[config.mk]
export PLATFORM = sky130hd
export DESIGN_NAME = fpga_clkratio_apb_mst_flat
export DESIGN_NICKNAME = d
export VERILOG_FILES = /design/src/rtl/fpga_clkratio_apb_mst_if.sv /design/src/rtl/fpga_clkratio_apb_mst.sv /design/src/flat_wrapper.sv
export SDC_FILE = /design/constraint.sdc
export NUM_CORES = 1
export LEC_CHECK = 0
export ABC_AREA = 1
export ABC_CLOCK_PERIOD_IN_PS = 3400
export BUFFER_PORTS_ARGS = -buffer_cell sky130_fd_sc_hd__buf_2
export CAP_MARGIN = 5
export CORE_MARGIN = 8
export CORE_UTILIZATION = 49
export DETAILED_ROUTE_END_ITERATION = 16
export PLACE_DENSITY = 0.84
export SLEW_MARGIN = 20
export SYNTH_ARGS = -nofsm -noshare
export SYNTH_HDL_FRONTEND = slang
export SYNTH_SLANG_ARGS = --single-unit
[constraint.sdc]
create_clock -name per_clk -period 3.4 [get_ports per_clk]
set_clock_uncertainty 0.2 [all_clocks]
set_input_delay 0.68 -clock per_clk [delete_from_list [all_inputs] [get_ports per_clk]]
set_output_delay 0.68 -clock per_clk [all_outputs]
set_load 0.02 [all_outputs]
[src/rtl/fpga_clkratio_apb_mst_if.sv]
// Command/response and APB bus bundle for fpga_clkratio_apb_mst.
//
// Command handshake: a command transfers on a rising per_clk edge when
// cmd_valid and cmd_ready are both high. cmd_valid may rise at any time and
// cmd_write/cmd_addr/cmd_wdata are only looked at in that transfer cycle.
// There is no back-pressure on the response side. rsp_valid is a one-cycle
// pulse, and rsp_rdata/rsp_err/rsp_timeout stay valid until the next pulse.
interface fpga_clkratio_apb_mst_if #(
  parameter int ADDR_W = 12
);
  // command side
  logic              cmd_valid;
  logic              cmd_ready;
  logic              cmd_write;
  logic [ADDR_W-1:0] cmd_addr;
  logic [31:0]       cmd_wdata;
  // response side
  logic              rsp_valid;
  logic [31:0]       rsp_rdata;
  logic              rsp_err;
  logic              rsp_timeout;
  logic [7:0]        err_cnt;
  // APB requester controls
  logic              psel;
  logic              penable;
  logic              pwrite;
  logic [ADDR_W-1:0] paddr;
  logic [31:0]       pwdata;
  // APB completer response
  logic [31:0]       prdata;
  logic              pready;
  logic              pslverr;

  // The block itself: drives the APB bus and the responses.
  modport master (
    input  cmd_valid, cmd_write, cmd_addr, cmd_wdata,
    input  prdata, pready, pslverr,
    output cmd_ready,
    output rsp_valid, rsp_rdata, rsp_err, rsp_timeout, err_cnt,
    output psel, penable, pwrite, paddr, pwdata
  );

  // The surroundings: the command source plus the APB completer.
  modport slave (
    output cmd_valid, cmd_write, cmd_addr, cmd_wdata,
    output prdata, pready, pslverr,
    input  cmd_ready,
    input  rsp_valid, rsp_rdata, rsp_err, rsp_timeout, err_cnt,
    input  psel, penable, pwrite, paddr, pwdata
  );
endinterface

[src/rtl/fpga_clkratio_apb_mst.sv]
// Single-outstanding APB requester. It takes one command at a time. It runs the
// SETUP and ACCESS phases and optionally aborts a stalled completer after
// TIMEOUT_CYC ACCESS cycles. It reports each completion with a one-cycle pulse
// and keeps a saturating count of erroneous completions.
module fpga_clkratio_apb_mst #(
  parameter int ADDR_W      = 12,
  parameter int TIMEOUT_CYC = 16
) (
  input  logic                          per_clk,
  input  logic                          clkrst,
  fpga_clkratio_apb_mst_if.master       bus,
  output logic [1:0]                    dbg_state
);

  // The wait counter must be able to hold TIMEOUT_CYC itself.
  localparam int WAIT_W = (TIMEOUT_CYC < 2) ? 1 : $clog2(TIMEOUT_CYC + 1);
  // Count value at the start of the last ACCESS cycle before an abort.
  localparam logic [WAIT_W-1:0] WAIT_LAST = WAIT_W'(TIMEOUT_CYC - 1);
  localparam logic [WAIT_W-1:0] WAIT_MAX  = '1;
  localparam bit                TO_EN     = (TIMEOUT_CYC != 0);

  typedef enum logic [1:0] {
    ST_IDLE   = 2'd0,
    ST_SETUP  = 2'd1,
    ST_ACCESS = 2'd2
  } state_t;

  state_t              state_q;
  state_t              state_d;
  logic                accept;
  logic                done;
  logic                abort;

  logic [WAIT_W-1:0]   wait_q;
  logic                pwrite_q;
  logic [ADDR_W-1:0]   paddr_q;
  logic [31:0]         pwdata_q;
  logic                rsp_valid_q;
  logic [31:0]         rsp_rdata_q;
  logic                rsp_err_q;
  logic                rsp_timeout_q;
  logic [7:0]          err_cnt_q;

  // Next-state decode: accept in IDLE, one SETUP cycle, then ACCESS until
  // pready or the wait limit. pready wins over the timeout in the same cycle.
  always_comb begin
    state_d = state_q;
    accept  = 1'b0;
    done    = 1'b0;
    abort   = 1'b0;
    case (state_q)
      ST_IDLE: begin
        if (bus.cmd_valid) begin
          accept  = 1'b1;
          state_d = ST_SETUP;
        end
      end
      ST_SETUP: begin
        state_d = ST_ACCESS;
      end
      ST_ACCESS: begin
        if (bus.pready) begin
          done    = 1'b1;
          state_d = ST_IDLE;
        end else if (TO_EN && (wait_q == WAIT_LAST)) begin
          abort   = 1'b1;
          state_d = ST_IDLE;
        end
      end
      default: begin
        state_d = ST_IDLE;
      end
    endcase
  end

  // State register; a reset drops any in-flight transfer silently.
  always_ff @(posedge per_clk) begin
    if (clkrst) begin
      state_q <= ST_IDLE;
    end else begin
      state_q <= state_d;
    end
  end

  // Command capture: the APB address/data/direction are only loaded on accept
  // and otherwise hold, so they stay stable across SETUP, ACCESS and IDLE.
  always_ff @(posedge per_clk) begin
    if (clkrst) begin
      pwrite_q <= 1'b0;
      paddr_q  <= '0;
      pwdata_q <= '0;
    end else if (accept) begin
      pwrite_q <= bus.cmd_write;
      paddr_q  <= bus.cmd_addr;
      pwdata_q <= bus.cmd_wdata;
    end
  end

  // Wait counter: cleared while in SETUP so it reads 0 on the first ACCESS
  // cycle, then it counts ACCESS cycles with pready low. It saturates so that
  // a disabled timeout never wraps it.
  always_ff @(posedge per_clk) begin
    if (clkrst) begin
      wait_q <= '0;
    end else if (state_q == ST_SETUP) begin
      wait_q <= '0;
    end else if ((state_q == ST_ACCESS) && !bus.pready && (wait_q != WAIT_MAX)) begin
      wait_q <= wait_q + 1'b1;
    end
  end

  // Response registers: pulse rsp_valid for one cycle, and hold the payload
  // until the next completion.
  always_ff @(posedge per_clk) begin
    if (clkrst) begin
      rsp_valid_q   <= 1'b0;
      rsp_rdata_q   <= '0;
      rsp_err_q     <= 1'b0;
      rsp_timeout_q <= 1'b0;
    end else begin
      rsp_valid_q <= done || abort;
      if (done) begin
        rsp_rdata_q   <= pwrite_q ? 32'h0 : bus.prdata;
        rsp_err_q     <= bus.pslverr;
        rsp_timeout_q <= 1'b0;
      end else if (abort) begin
        rsp_rdata_q   <= 32'h0;
        rsp_err_q     <= 1'b1;
        rsp_timeout_q <= 1'b1;
      end
    end
  end

  // Error counter: advances together with an erroneous rsp_valid and sticks at 255.
  always_ff @(posedge per_clk) begin
    if (clkrst) begin
      err_cnt_q <= 8'h00;
    end else if (((done && bus.pslverr) || abort) && (err_cnt_q != 8'hFF)) begin
      err_cnt_q <= err_cnt_q + 8'h01;
    end
  end

  // APB controls and cmd_ready are pure decodes of the registered state.
  assign bus.cmd_ready   = (state_q == ST_IDLE);
  assign bus.psel        = (state_q != ST_IDLE);
  assign bus.penable     = (state_q == ST_ACCESS);
  assign bus.pwrite      = pwrite_q;
  assign bus.paddr       = paddr_q;
  assign bus.pwdata      = pwdata_q;
  assign bus.rsp_valid   = rsp_valid_q;
  assign bus.rsp_rdata   = rsp_rdata_q;
  assign bus.rsp_err     = rsp_err_q;
  assign bus.rsp_timeout = rsp_timeout_q;
  assign bus.err_cnt     = err_cnt_q;
  assign dbg_state       = state_q;

endmodule
[src/flat_wrapper.sv]
// flat-port wrapper written by rule: the top's interface ports become plain ports
module fpga_clkratio_apb_mst_flat 
#(
  parameter int ADDR_W      = 12,
  parameter int TIMEOUT_CYC = 16
)
  (per_clk, clkrst, dbg_state, bus_cmd_valid, bus_cmd_write, bus_cmd_addr, bus_cmd_wdata, bus_prdata, bus_pready, bus_pslverr, bus_cmd_ready, bus_rsp_valid, bus_rsp_rdata, bus_rsp_err, bus_rsp_timeout, bus_err_cnt, bus_psel, bus_penable, bus_pwrite, bus_paddr, bus_pwdata);
  fpga_clkratio_apb_mst_if #(.ADDR_W(ADDR_W)) bus_i ();
  input  logic per_clk;
  input  logic clkrst;
  output logic [1:0] dbg_state;
  input wire logic [$bits(bus_i.cmd_valid)-1:0] bus_cmd_valid;
  input wire logic [$bits(bus_i.cmd_write)-1:0] bus_cmd_write;
  input wire logic [$bits(bus_i.cmd_addr)-1:0] bus_cmd_addr;
  input wire logic [$bits(bus_i.cmd_wdata)-1:0] bus_cmd_wdata;
  input wire logic [$bits(bus_i.prdata)-1:0] bus_prdata;
  input wire logic [$bits(bus_i.pready)-1:0] bus_pready;
  input wire logic [$bits(bus_i.pslverr)-1:0] bus_pslverr;
  output wire logic [$bits(bus_i.cmd_ready)-1:0] bus_cmd_ready;
  output wire logic [$bits(bus_i.rsp_valid)-1:0] bus_rsp_valid;
  output wire logic [$bits(bus_i.rsp_rdata)-1:0] bus_rsp_rdata;
  output wire logic [$bits(bus_i.rsp_err)-1:0] bus_rsp_err;
  output wire logic [$bits(bus_i.rsp_timeout)-1:0] bus_rsp_timeout;
  output wire logic [$bits(bus_i.err_cnt)-1:0] bus_err_cnt;
  output wire logic [$bits(bus_i.psel)-1:0] bus_psel;
  output wire logic [$bits(bus_i.penable)-1:0] bus_penable;
  output wire logic [$bits(bus_i.pwrite)-1:0] bus_pwrite;
  output wire logic [$bits(bus_i.paddr)-1:0] bus_paddr;
  output wire logic [$bits(bus_i.pwdata)-1:0] bus_pwdata;
  assign bus_i.cmd_valid = bus_cmd_valid;
  assign bus_i.cmd_write = bus_cmd_write;
  assign bus_i.cmd_addr = bus_cmd_addr;
  assign bus_i.cmd_wdata = bus_cmd_wdata;
  assign bus_i.prdata = bus_prdata;
  assign bus_i.pready = bus_pready;
  assign bus_i.pslverr = bus_pslverr;
  assign bus_cmd_ready = bus_i.cmd_ready;
  assign bus_rsp_valid = bus_i.rsp_valid;
  assign bus_rsp_rdata = bus_i.rsp_rdata;
  assign bus_rsp_err = bus_i.rsp_err;
  assign bus_rsp_timeout = bus_i.rsp_timeout;
  assign bus_err_cnt = bus_i.err_cnt;
  assign bus_psel = bus_i.psel;
  assign bus_penable = bus_i.penable;
  assign bus_pwrite = bus_i.pwrite;
  assign bus_paddr = bus_i.paddr;
  assign bus_pwdata = bus_i.pwdata;
  fpga_clkratio_apb_mst #(.ADDR_W(ADDR_W), .TIMEOUT_CYC(TIMEOUT_CYC)) u_core (.per_clk(per_clk), .clkrst(clkrst), .bus(bus_i), .dbg_state(dbg_state));
endmodule
# == After elaboration in Yosys (flattened, before gate mapping) ==
# Index checks and enable logic that the tools add are counted.
# totals
reg_bits,95
in_bits,82
# op_classes
add_sub_neg,2
eq_ne,7
mux,16
n_reduce_logical,13
# ops
cell,n
$mux W32,3
$mux W1,9
$add A8 B1 Y8 const B,1
$ne A8 B8 Y1 const B,1
$mux W2,3
$pmux W2 S3,1
$add A5 B1 Y5 const B,1
$eq A5 B4 Y1 const B,1
$ne A5 B5 Y1 const B,1
$logic_and A1 B1 Y1,4
$reduce_bool A2 Y1,2
$reduce_or A2 Y1,2
$ne A3 B2 Y1 const B,1
$eq A2 B1 Y1 const B,1
$eq A2 B2 Y1 const B,1
$logic_not A2 Y1,1
$logic_or A1 B1 Y1,2
$ne A2 B2 Y1 const B,1
$reduce_and A2 Y1,1
$logic_not A1 Y1,1

# == Longest topological paths before layout ==
# depth
depth_word,6
depth_mapped,13
depth_no_buf,12

# == Worst setup path after synthesis ==
# Ideal clock, no wire load.
# synth_timing
path_type,reg2reg
startpoint,register u_core.wait_q[0]
endpoint,"register u_core.err_cnt_q[3], in the netlist u_core.bus.err_cnt[3]"
setup_time_ns,0.128
t_arrival_ns,1.503
required_time_ns,3.072
path_slack_ns,1.570
path_stages_with_launch,13
n_path_buf,1
path_cell_list,dfxtp_1 ha_1 nand2_1 nor2_1 ha_1 inv_1 nor2_1 nand2_1 nand2_1 buf_2 nand3_1 nand2_1 nor2_1
# synth_via
elab_chain_len,6
# synth_rtl
element,line,rtl
from (decl),fpga_clkratio_apb_mst.sv:34,logic [WAIT_W-1:0] wait_q;
from (signal assigned),fpga_clkratio_apb_mst.sv:108,wait_q <= wait_q + 1'b1;
$eq A5 B4 Y1,fpga_clkratio_apb_mst.sv:65,end else if (TO_EN && (wait_q == WAIT_LAST)) begin
$mux W1,fpga_clkratio_apb_mst.sv:65,
$mux W1,fpga_clkratio_apb_mst.sv:62,if (bus.pready) begin
$mux W1,fpga_clkratio_apb_mst.sv:51,case (state_q)
$logic_or A1 B1 Y1,fpga_clkratio_apb_mst.sv:138,end else if (((done && bus.pslverr) || abort) && (err_cnt_q != 8'hFF)) begin
$logic_and A1 B1 Y1,fpga_clkratio_apb_mst.sv:138,
to (signal assigned),fpga_clkratio_apb_mst.sv:139,err_cnt_q <= err_cnt_q + 8'h01;
to (decl),fpga_clkratio_apb_mst.sv:42,logic [7:0] err_cnt_q;
# Every way passes these cells.
# A chain may end at the register's enable or synchronous reset.

# == Worst setup path in the final report ==
# layout_timing
startpoint,register u_core.wait_q[0]
endpoint,"register u_core.err_cnt_q[5], in the netlist u_core.bus.err_cnt[5]"
# The elaborated chain is that of the path after synthesis.

==> results.md <==
* Leakage at 0.002288 uW
* Synth warn at 0
* Status: complete, no violations
* Initial DRC count at 112
* CP Launch Type: flip-flop
* Starting Density at 50.27%
* Flop pwr share at 51.2%
* Core ar. at 0.007176 sq mm
* CTS tree: done
* Final Slew Violations at 0
* Hold-fix buffers, CTS at 0
* Vias in the first global route at 3,416
* DP Wirelength at 7.414 mm
* Switching Power at 604.8 uW
* Initial antenna violation count at 1
* Maximum VDD drop at 0.3708 mV
* Longest Clk Path Bufs at 2
* Int Power at 1745 uW
* Setup Viol. Count Final at 0
* Worst Path Required at 3440 ps
* Die Y at 101.8 um
* Residual DRC at 0
* Clock Root Buffer: clkbuf_8
* Post-synth ARST share at 0%
* Pwr/cell area at 497.2 mW/mm^2
* Final Hold Viols at 0
* Flop2flop setup slack at 1190 ps
* Worst Path Max Fanout at 11
* TNS Setup at 0 ps
* Post-synth EDFFs at 0
* Layout cells sized above 1 at 31.02%
* Post-DR wirelength/cell at 13.10 um
* Slew @ Worst Pin at 686.2 ps
* Switching share of power at 25.74%
* Synthesized cell area at 0.003607 sq mm
* Worst Setup Path Type: flip-flop to flip-flop
* CP Capture Type: flip-flop
* Fmax at 452.2 MHz
* Die W at 101.8 um
* Worst path arrival time at 2250 ps
* Cell accounting for the most synthesized area: dfxtp_1
* Wire length of the first global-routing pass at 15.59 mm
* Post-route cell area at 0.004726 sq mm
* Top delay family on crit path: simple AND/OR/NAND/NOR gates
* Yosys cell types at 25
* Detail Route Antenna Nets at 0
* Relative slew slack at 54.15%
* Worst-skew pair later-pin latency at 340 ps
* Seq/Total Area, Yosys at 52.72%
* DP Area at 0.004499 sq mm
* Worst path cell trace: ha_1, nand2_1, nor2_1, ha_1, inv_1, nor2_1, nand2_1, nand2_1, nand2_1, nor2_1, nor2_1
* Commonest cells in the netlist: nor2_1 (113), nand2_1 (103), dfxtp_1 (95), a21oi_1 (42), o21ai_0 (41)
* IO Count at 175
* Number of H-tree levels at 3
* Post-CTS Resized at 0
* Share of power burned in the clock network at 34.6%
* Area delta synth->final at 31.01%
* Top post-synthesis cells by area: dfxtp_1 (53%), nor2_1 (12%), nand2_1 (11%)
* Row count at 31
* RSZ-0062 raised after global routing: no
* Top-area cell type share of the netlist area at 52.72%
* CP bufs+invs at 1
* Part of the cycle the worst path needs at 65.04%
* Yosys reg bits at 95
* Tot GR Track Use at 18.73%
* DRT Pass-1 Iters at 4
* Overall overflow remaining after global route at 0
* Nets at 729
* Pin count of the biggest net entering global routing at 47
* Max Cap Viol at 0
* Placer congestion estimate at 0.8803
* Top FF cell, synth: dfxtp_1
* Logic pwr share at 14.2%
* Slowest cell on the critical path: dfxtp_1
* Syn_nets at 565
* Port Buf Inserts at 174
* Drt via density at 4.841
* Cts bufs inserted at 9
* Die area at 0.01036 sq mm
* # Post-CTS Setup Buffers at 0
* Synth Instances at 479
* Most common cell in the netlist: nor2_1
* Final min period at 2211 ps
* Via count at 3,621
* Final wirelength at 9.801 mm
* Hold/Removal Path Class: flip-flop to flip-flop
* Clk pin slew, worst setup/hold paths at 90 ps
* Slowest Stage Delay on Critical Path at 380 ps
* Hold WS at 264.1 ps
* Clk sinks at 95
* Syn_area_per_cell at 7.531 sq um
## per-layer routing
metal	GRT usage [%]	part of all wire, %
met5	0	0
met4	8.133	1.9
met3	8.935	14
met2	29.07	43
met1	21.44	42
## metrics by stage
step	util, %	instances	power (uW)	setup slack (ps)
after global routing	65.86	748	2463	914.3
after global placement	62.70	731	1557	1222
after CTS	65.82	747	2376	1210
final	65.86	748	2350	1189
after detailed placement	62.70	731	1566	1183
after floorplan	-	479	1434	1570
## worst min-delay path: cells and delay by family (launching register included)
| kind | cells | cell delay (ps) |
|---|---|---|
| flip-flops | 1 | 310 |
| AND/OR/NAND/NOR | 1 | 60 |
| AO/OA/AOI/OAI | 1 | 50 |
## cell type report
type	instances	area, sq um
well taps	99	123.9
diodes	1	2.502
inverters	22	85.08
clock inverters	3	65.06
fillers	625	2450
clock buffers	13	158.9
multi-input cells	337	1488
flip-flops and latches	95	1902
repair buffers	178	900.9
## state kept, by name, indices dropped and copies added (netlist names)
signal,count
u_core.bus.pwdata,32
u_core.bus.rsp_rdata,32
u_core.bus.paddr,12
u_core.bus.err_cnt,8
u_core.wait_q,5
u_core.dbg_state,2
u_core.bus.pwrite,1
u_core.bus.rsp_err,1
u_core.bus.rsp_timeout,1
u_core.bus.rsp_valid,1
## layout by cell type, fill, tap and decap left out, drive strengths merged
| cell type | n |
|---|---|
| nand3 | 14 |
| nor2 | 116 |
| clkinv | 2 |
| bufinv | 2 |
| nand2 | 104 |
| a21oi | 42 |
| inv | 21 |
| nand4 | 3 |
| ha | 4 |
| nand3b | 2 |
| diode | 1 |
| o21ai | 48 |
| o21bai | 1 |
| nor3 | 1 |
| or2 | 2 |
| dfxtp | 95 |
| clkbuf | 13 |
| buf | 178 |
## cells by family after synthesis
| group | synth area share, % |
|---|---|
| flops | 52.72 |
| buf+inv | 6.035 |
| simple gates | 27.06 |
| fa+ha+maj | 1.387 |
| compound gates | 12.80 |
## power groups by stage
| stage | logic (uW) | clock network (uW) | registers (uW) |
|---|---|---|---|
| CTS | 338 | 835 | 1200 |
| global route | 372 | 879 | 1210 |
| detailed placement | 337 | 0 | 1230 |
| global placement | 331 | 0 | 1230 |
| finish | 334 | 813 | 1200 |
| floorplan | 134 | 0 | 1300 |
## final timing paths
path	depth (start not counted)	startpoint	to
max	11	u_core.wait_q[0]	u_core.bus.err_cnt[5]
min	2	u_core.bus.rsp_rdata[22]	u_core.bus.rsp_rdata[22]
max reg2reg	11	u_core.wait_q[0]	u_core.bus.err_cnt[5]
min reg2reg	2	u_core.bus.rsp_rdata[22]	u_core.bus.rsp_rdata[22]
Power figures use the tool's default switching activity.
